File: src/rtl/mul_seq_ctrl.sv
// mul_seq_ctrl - sequential shift-and-add unsigned multiplier with controller FSM.
//
// The operands are captured on an accepted Start. One partial product is added
// per clock for WIDTH clocks. The product is then presented on ResultMul with a
// Done/Ack handshake.
//
// Ports
//   Clock      in   1        rising-edge clock
//   Reset_n    in   1        asynchronous active-low reset
//   Start      in   1        request a multiply (sampled only in IDLE)
//   A          in   WIDTH    multiplicand, captured on the accepted Start edge
//   B          in   WIDTH    multiplier, captured on the accepted Start edge
//   Ack        in   1        consumer has taken ResultMul (sampled only in DONE)
//   Busy       out  1        high in RUN and DONE
//   Done       out  1        high exactly while in DONE
//   ResultMul  out  2*WIDTH  product of the last completed operation
//
// State | meaning
// ------+-----------------------------------------------------------
// IDLE  | waiting for Start; ResultMul holds the previous product
// RUN   | one partial product per clock, WIDTH clocks in total
// DONE  | product valid on ResultMul; waiting for Ack

module mul_seq_ctrl #(
  parameter int WIDTH = 4
) (
  input  logic                 Clock,
  input  logic                 Reset_n,
  input  logic                 Start,
  input  logic [WIDTH-1:0]     A,
  input  logic [WIDTH-1:0]     B,
  input  logic                 Ack,
  output logic                 Busy,
  output logic                 Done,
  output logic [2*WIDTH-1:0]   ResultMul
);

  localparam int CW = $clog2(WIDTH + 1);
  localparam logic [CW-1:0] LAST_CNT = CW'(WIDTH - 1);

  typedef enum logic [1:0] {
    S_IDLE = 2'd0,
    S_RUN  = 2'd1,
    S_DONE = 2'd2
  } state_t;

  state_t               r_state;
  logic [2*WIDTH-1:0]   r_mcand;
  logic [WIDTH-1:0]     r_mplier;
  logic [2*WIDTH-1:0]   r_acc;
  logic [CW-1:0]        r_cnt;
  logic                 r_busy;
  logic                 r_done;
  logic [2*WIDTH-1:0]   r_result;

  logic [2*WIDTH-1:0]   w_addend;
  logic [2*WIDTH-1:0]   w_acc_next;

  // The running sum can never exceed (2^WIDTH-1)^2, so the add cannot overflow.
  assign w_addend   = r_mplier[0] ? r_mcand : '0;
  assign w_acc_next = r_acc + w_addend;

  always_ff @(posedge Clock or negedge Reset_n) begin
    if (!Reset_n) begin
      r_state  <= S_IDLE;
      r_mcand  <= '0;
      r_mplier <= '0;
      r_acc    <= '0;
      r_cnt    <= '0;
      r_busy   <= 1'b0;
      r_done   <= 1'b0;
      r_result <= '0;
    end else begin
      case (r_state)
        S_IDLE: begin
          if (Start) begin
            r_mcand  <= {{WIDTH{1'b0}}, A};
            r_mplier <= B;
            r_acc    <= '0;
            r_cnt    <= '0;
            r_busy   <= 1'b1;
            r_state  <= S_RUN;
          end
        end

        S_RUN: begin
          r_acc    <= w_acc_next;
          r_mcand  <= r_mcand << 1;
          r_mplier <= r_mplier >> 1;
          r_cnt    <= r_cnt + CW'(1);
          // The last partial product is folded straight into the result.
          if (r_cnt == LAST_CNT) begin
            r_result <= w_acc_next;
            r_done   <= 1'b1;
            r_state  <= S_DONE;
          end
        end

        S_DONE: begin
          // A Start arriving with Ack is dropped; it must be re-asserted in IDLE.
          if (Ack) begin
            r_busy  <= 1'b0;
            r_done  <= 1'b0;
            r_state <= S_IDLE;
          end
        end

        default: begin
          r_busy  <= 1'b0;
          r_done  <= 1'b0;
          r_state <= S_IDLE;
        end
      endcase
    end
  end

  assign Busy      = r_busy;
  assign Done      = r_done;
  assign ResultMul = r_result;

endmodule
File: config.mk
export PLATFORM = sky130hd
export DESIGN_NAME = mul_seq_ctrl
export DESIGN_NICKNAME = d
export VERILOG_FILES = /design/src/rtl/mul_seq_ctrl.sv
export SDC_FILE = /design/constraint.sdc
export NUM_CORES = 1
export LEC_CHECK = 0
export BUFFER_PORTS_ARGS = -buffer_cell sky130_fd_sc_hd__buf_4
export CAP_MARGIN = 20
export CORE_UTILIZATION = 30
export DETAILED_ROUTE_END_ITERATION = 8
export HOLD_SLACK_MARGIN = 0.08
export PLACE_DENSITY = 0.48
export SLEW_MARGIN = 15
export SYNTH_ARGS = -nofsm -noshare
export SYNTH_HDL_FRONTEND = slang
export SYNTH_SLANG_ARGS = --single-unit
File: constraint.sdc
create_clock -name Clock -period 1.9 [get_ports Clock]
set_input_delay 0.38 -clock Clock [delete_from_list [all_inputs] [get_ports Clock]]
set_output_delay 0.38 -clock Clock [all_outputs]
set_load 0.01 [all_outputs]
Yosys cells after proc, flatten, opt, wreduce, memory -nomap -nowiden:

Index checks and enable logic that the tools add are counted.

* $add $sub $neg: 2
* equal/unequal tests: 6
* multiplexer cells: 18
* bitwise logic cells: 2
* reductions and logical operators: 7

Operators by type and width (count)
* case mux 8 bit (2 select lines): 2
* 2-to-1 mux 8 bit: 3
* AND reduction 3 bit: 3
* adder 8 bit: 1
* case mux 4 bit (2 select lines): 1
* 2-to-1 mux 2 bit: 3
* != test 2 bit, second input constant: 3
* case mux 1 bit (3 select lines): 2
* case mux 2 bit (3 select lines): 1
* case mux 3 bit (2 select lines): 1
* 2-to-1 mux 4 bit: 1
* AND reduction 2 bit: 2
* adder 3 x 1 -> 3 bit, second input constant: 1
* equality test 3 x 2 -> 1 bit, second input constant: 1
* 2-to-1 mux 1 bit: 3
* 2-to-1 mux 3 bit: 1
* equality test 2 x 1 -> 1 bit, second input constant: 1
* equality test 2 bit, second input constant: 1
* logical NOT 2 bit: 1
* inverter 1 bit: 2
* nonzero test 2 bit: 1

* flip-flop bits (word level): 35
* input bits: 12
* output and inout port bits: 10
* word-level logic and storage cells: 43

Depth between registers and ports, before layout:

* word-level depth: 3
* depth in mapped cells: 9
* depth with buffers taken out: 9

Worst setup path before layout:

No wires, ideal clock.

* path type: register -> register
* start: register r_mplier[0]
* end: register r_result[6], in the netlist ResultMul[6]
* setup time: 0.095 ns
* arrival time: 1.879 ns
* required time: 1.805 ns
* slack: -0.074 ns
* cell stages (with the launch flop): 10
* buffers on the path: 0
* period minus slack after synthesis: 1.974 ns
* cells stage by stage: dfrtp_1 -> and2_1 -> ha_1 -> inv_1 -> fa_1 -> nor2b_4 -> o31a_1 -> o21a_1 -> o21a_1 -> o31ai_1

* cells in the longest elaborated chain, start to end: 2

Ends and longest elaborated chain
* start: declaration: RTL line 49 `logic [WIDTH-1:0] r_mplier;`
* start signal: assignment: RTL line 89 `r_mplier <= r_mplier >> 1;`
* 2-to-1 mux 8 bit: RTL line 60 `assign w_addend = r_mplier[0] ? r_mcand : '0;`
* adder 8 bit: RTL line 61 `assign w_acc_next = r_acc + w_addend;`
* end signal: assignment: RTL line 93 `r_result <= w_acc_next;`
* end: declaration: RTL line 54 `logic [2*WIDTH-1:0] r_result;`

Every way passes these cells.
A chain may end at the register's enable or synchronous reset.

Worst setup path in the final report:

Same ends and word-level chain as after synthesis.

==> metrics.txt <==
status complete, but fails checks; failing checks setup timing; Tot Pwr 3240 uW; Setup CP Type reg2reg; Setup crit end ResultMul[6]; Crit. End Element flop; Synth Cell Area 1740 sq um; fin crit share 1.06; DRC 0; Port Buffers 21; Reg area 876 sq um; FILL cells 568; RR Endpoint ResultMul[6]; Worst setup SP type flop; ant diodes 0; setup ws final -0.114 ns; most frequent cells after synthesis dfrtp_1, nand2_1, o21ai_0, a21oi_1, and2_1; ys flop type dfrtp_1; R2R setup slack -0.11 ns; cells after synthesis 174; initial antenna violation count 0; Warnings, synthesis 0; RSZ-0062 raised after global routing yes; htree depth 2; antenna-violating nets left 0; Seq/Total Area, Yosys 0.504; Reg2Reg Depth 9; die area ~6000 sq um; actual slew at the worst max-slew pin 0.454 ns; GR peak layer met2; r2r startpoint r_mplier[0]; placer congestion estimate 0.828; width of the die 78.1 microns; most area-hungry cell type in the Yosys netlist dfrtp_1; Fin Clk Skew 0.00816 ns; # IOs 22; Starting Density 0.313; Required @ worst endpoint 2.10 ns; Synth top area share 0.504; dpl hpwl about 2.8 mm; CP Data Arrival Time 2.21 ns; Skew-Pair Late Insertion Delay 0.29 ns; Chip Height roughly 78 microns; minimum clock period 2.01 ns; Sink Count 35; layout cells sized above 1 0.280; vias in the first global route 1437; Area Growth Syn to Fin 29.1%; global-route wire length before repair approximately 6.7 mm; drt wl/cell 13.6 microns; final net count 235; GR Overflow Total 0; met1 Use GR 0.175; CTS Buffer Depth 2; Global Route met2 Usage 0.248; Vias 1412; total global routing track utilization 0.146; Std-Cell Rows 27; post-synthesis cell type count 32; pin count of the biggest net entering global routing 36; post-synthesis register bit count 35; Worst-path clk slew ~0.080 ns; final hold slack ~0.35 ns; Root Buffer clkbuf_8; VDD IR max 0.566 mV; top post-synthesis cells by area dfrtp_1, o21ai_0, ha_1; crit path launch r_mplier[0]; syn_nets 196; static leakage 0.00104 uW; final setup violation count 2; met3 Usage GRT 0.0314; floorplan core area approximately 5500 sq um; MaxCap Viol Count 0; Post-synth EDFFs 0; critical path fanouts, max 4; Slew Limit Headroom 0.697; Fin. Hold Viols 0; CTS tree yes; cell area after layout 2240 sq um; Num CTS Buffers 5; 1st-iter DRT viols 55; asr flop ratio synth 1.00; Multi-input gate area 858 sq um; TritonRoute pass-1 iters 4; fin. max-slew vios 0; Min-Delay Path Class in2reg; Pwr Density roughly 1400 nW/um^2; highest clock rate 497 MHz; placed inst area 2080 sq um; Mapped Avg Cell Area 9.98 sq um; DRT Wirelength 3.90 mm; most frequent cell after synthesis dfrtp_1; setup TNS -0.221 ns; Via density 4.94
## cell families (layout without fill, tap and decap cells)
kind of cell / count (synthesis) / after routing / share of synthesized area
AOI/OAI and AO/OA: 60 / 60 / 0.214
and+or+nand+nor: 49 / 49 / 0.139
DFF: 35 / 35 / 0.504
buffers and inverters: 13 / 53 / 0.0281
adders and majority gates: 10 / 10 / 0.0764
xor gates and xnor gates: 5 / 5 / 0.0252
muxes: 2 / 2 / 0.0130
## critical path, stage by stage, from the launching register on
cell and delay (ns):
dfrtp_1 0.40, and2_1 0.17, ha_2 0.17, inv_2 0.06
fa_2 0.23, nor2b_4 0.04, o31a_1 0.26, o21a_1 0.20
o21a_1 0.20, o31ai_1 0.18
## what timing repair did
action | in CTS | in global routing
hold endpoints to repair | 35 | 0
setup buffers | 1 | 1
pin swaps | 1 | 5
hold buffers | 1 | 0
gates resized for setup | 1 | 11
setup endpoints to repair | 4 | 9
## through the flow
| step | cells | util | setup WS [ns] |
|---|---|---|---|
| finish | 286 | 0.405 | -0.114 |
| CTS | 286 | 0.398 | -0.133 |
| detailed placement | 276 | 0.375 | -0.116 |
| floorplan | 174 | - | -0.0307 |
| global placement | 276 | 0.375 | -0.0257 |
| global route | 286 | 0.405 | -0.209 |
## power by group
part / leakage (uW) / internal [uW] / switching, uW
sequential: 0.000457 / 1040 / 189
combinational: 0.000534 / 653 / 744
clock: 0.0000505 / 330 / 276
## placed cells by master, fill, tap and decap left out, types with 2 or more instances in the layout
cell,count
nor2_1,5
o21bai_1,2
a21oi_1,8
a22oi_1,2
o21ai_1,3
ha_1,8
mux2_2,2
o21ai_0,20
o21a_1,3
xor2_1,3
a31oi_1,4
buf_4,37
inv_1,5
clkbuf_8,7
a22o_1,7
dfrtp_1,35
inv_2,2
nor2b_1,4
nand2_1,25
and2_1,10
a21oi_2,2
## registers in the layout, summed over array words and instances (netlist names)
signal / cells
ResultMul: 8
r_acc: 8
r_mcand: 8
r_mplier: 4
r_cnt: 3
r_state: 2
Busy: 1
Done: 1
## worst min-delay path by stage
stage          startpoint            to  slack [ns]  depth (start not counted)
2_1_floorplan     Reset_n          Busy        0.08                          0
3_3_place_gp      Reset_n  ResultMul[5]        0.36                          1
3_5_place_dp      Reset_n  ResultMul[5]        0.37                          1
4_1_cts              A[0]    r_mcand[0]        0.33                          2
5_1_grt              A[0]    r_mcand[0]        0.34                          2
6_report             A[0]    r_mcand[0]        0.35                          2
## area by class of cell
type	count	area share
Clock buffer	7	0.0430
Multi-Input combinational cell	126	0.383
Inverter	7	0.0117
Sequential cell	35	0.391
Clock inverter	1	0.00335
Tap cell	72	0.0402
Timing Repair Buffer	38	0.128
## metal layers
metal,vias up,part of all wire,routed length (microns)
met2,22,0.49,1930
li1,686,-,-
met3,8,0.036,140
met5,-,0,0
met4,0,0.019,76
met1,696,0.45,1760
(Power assumes the default switching activity.)
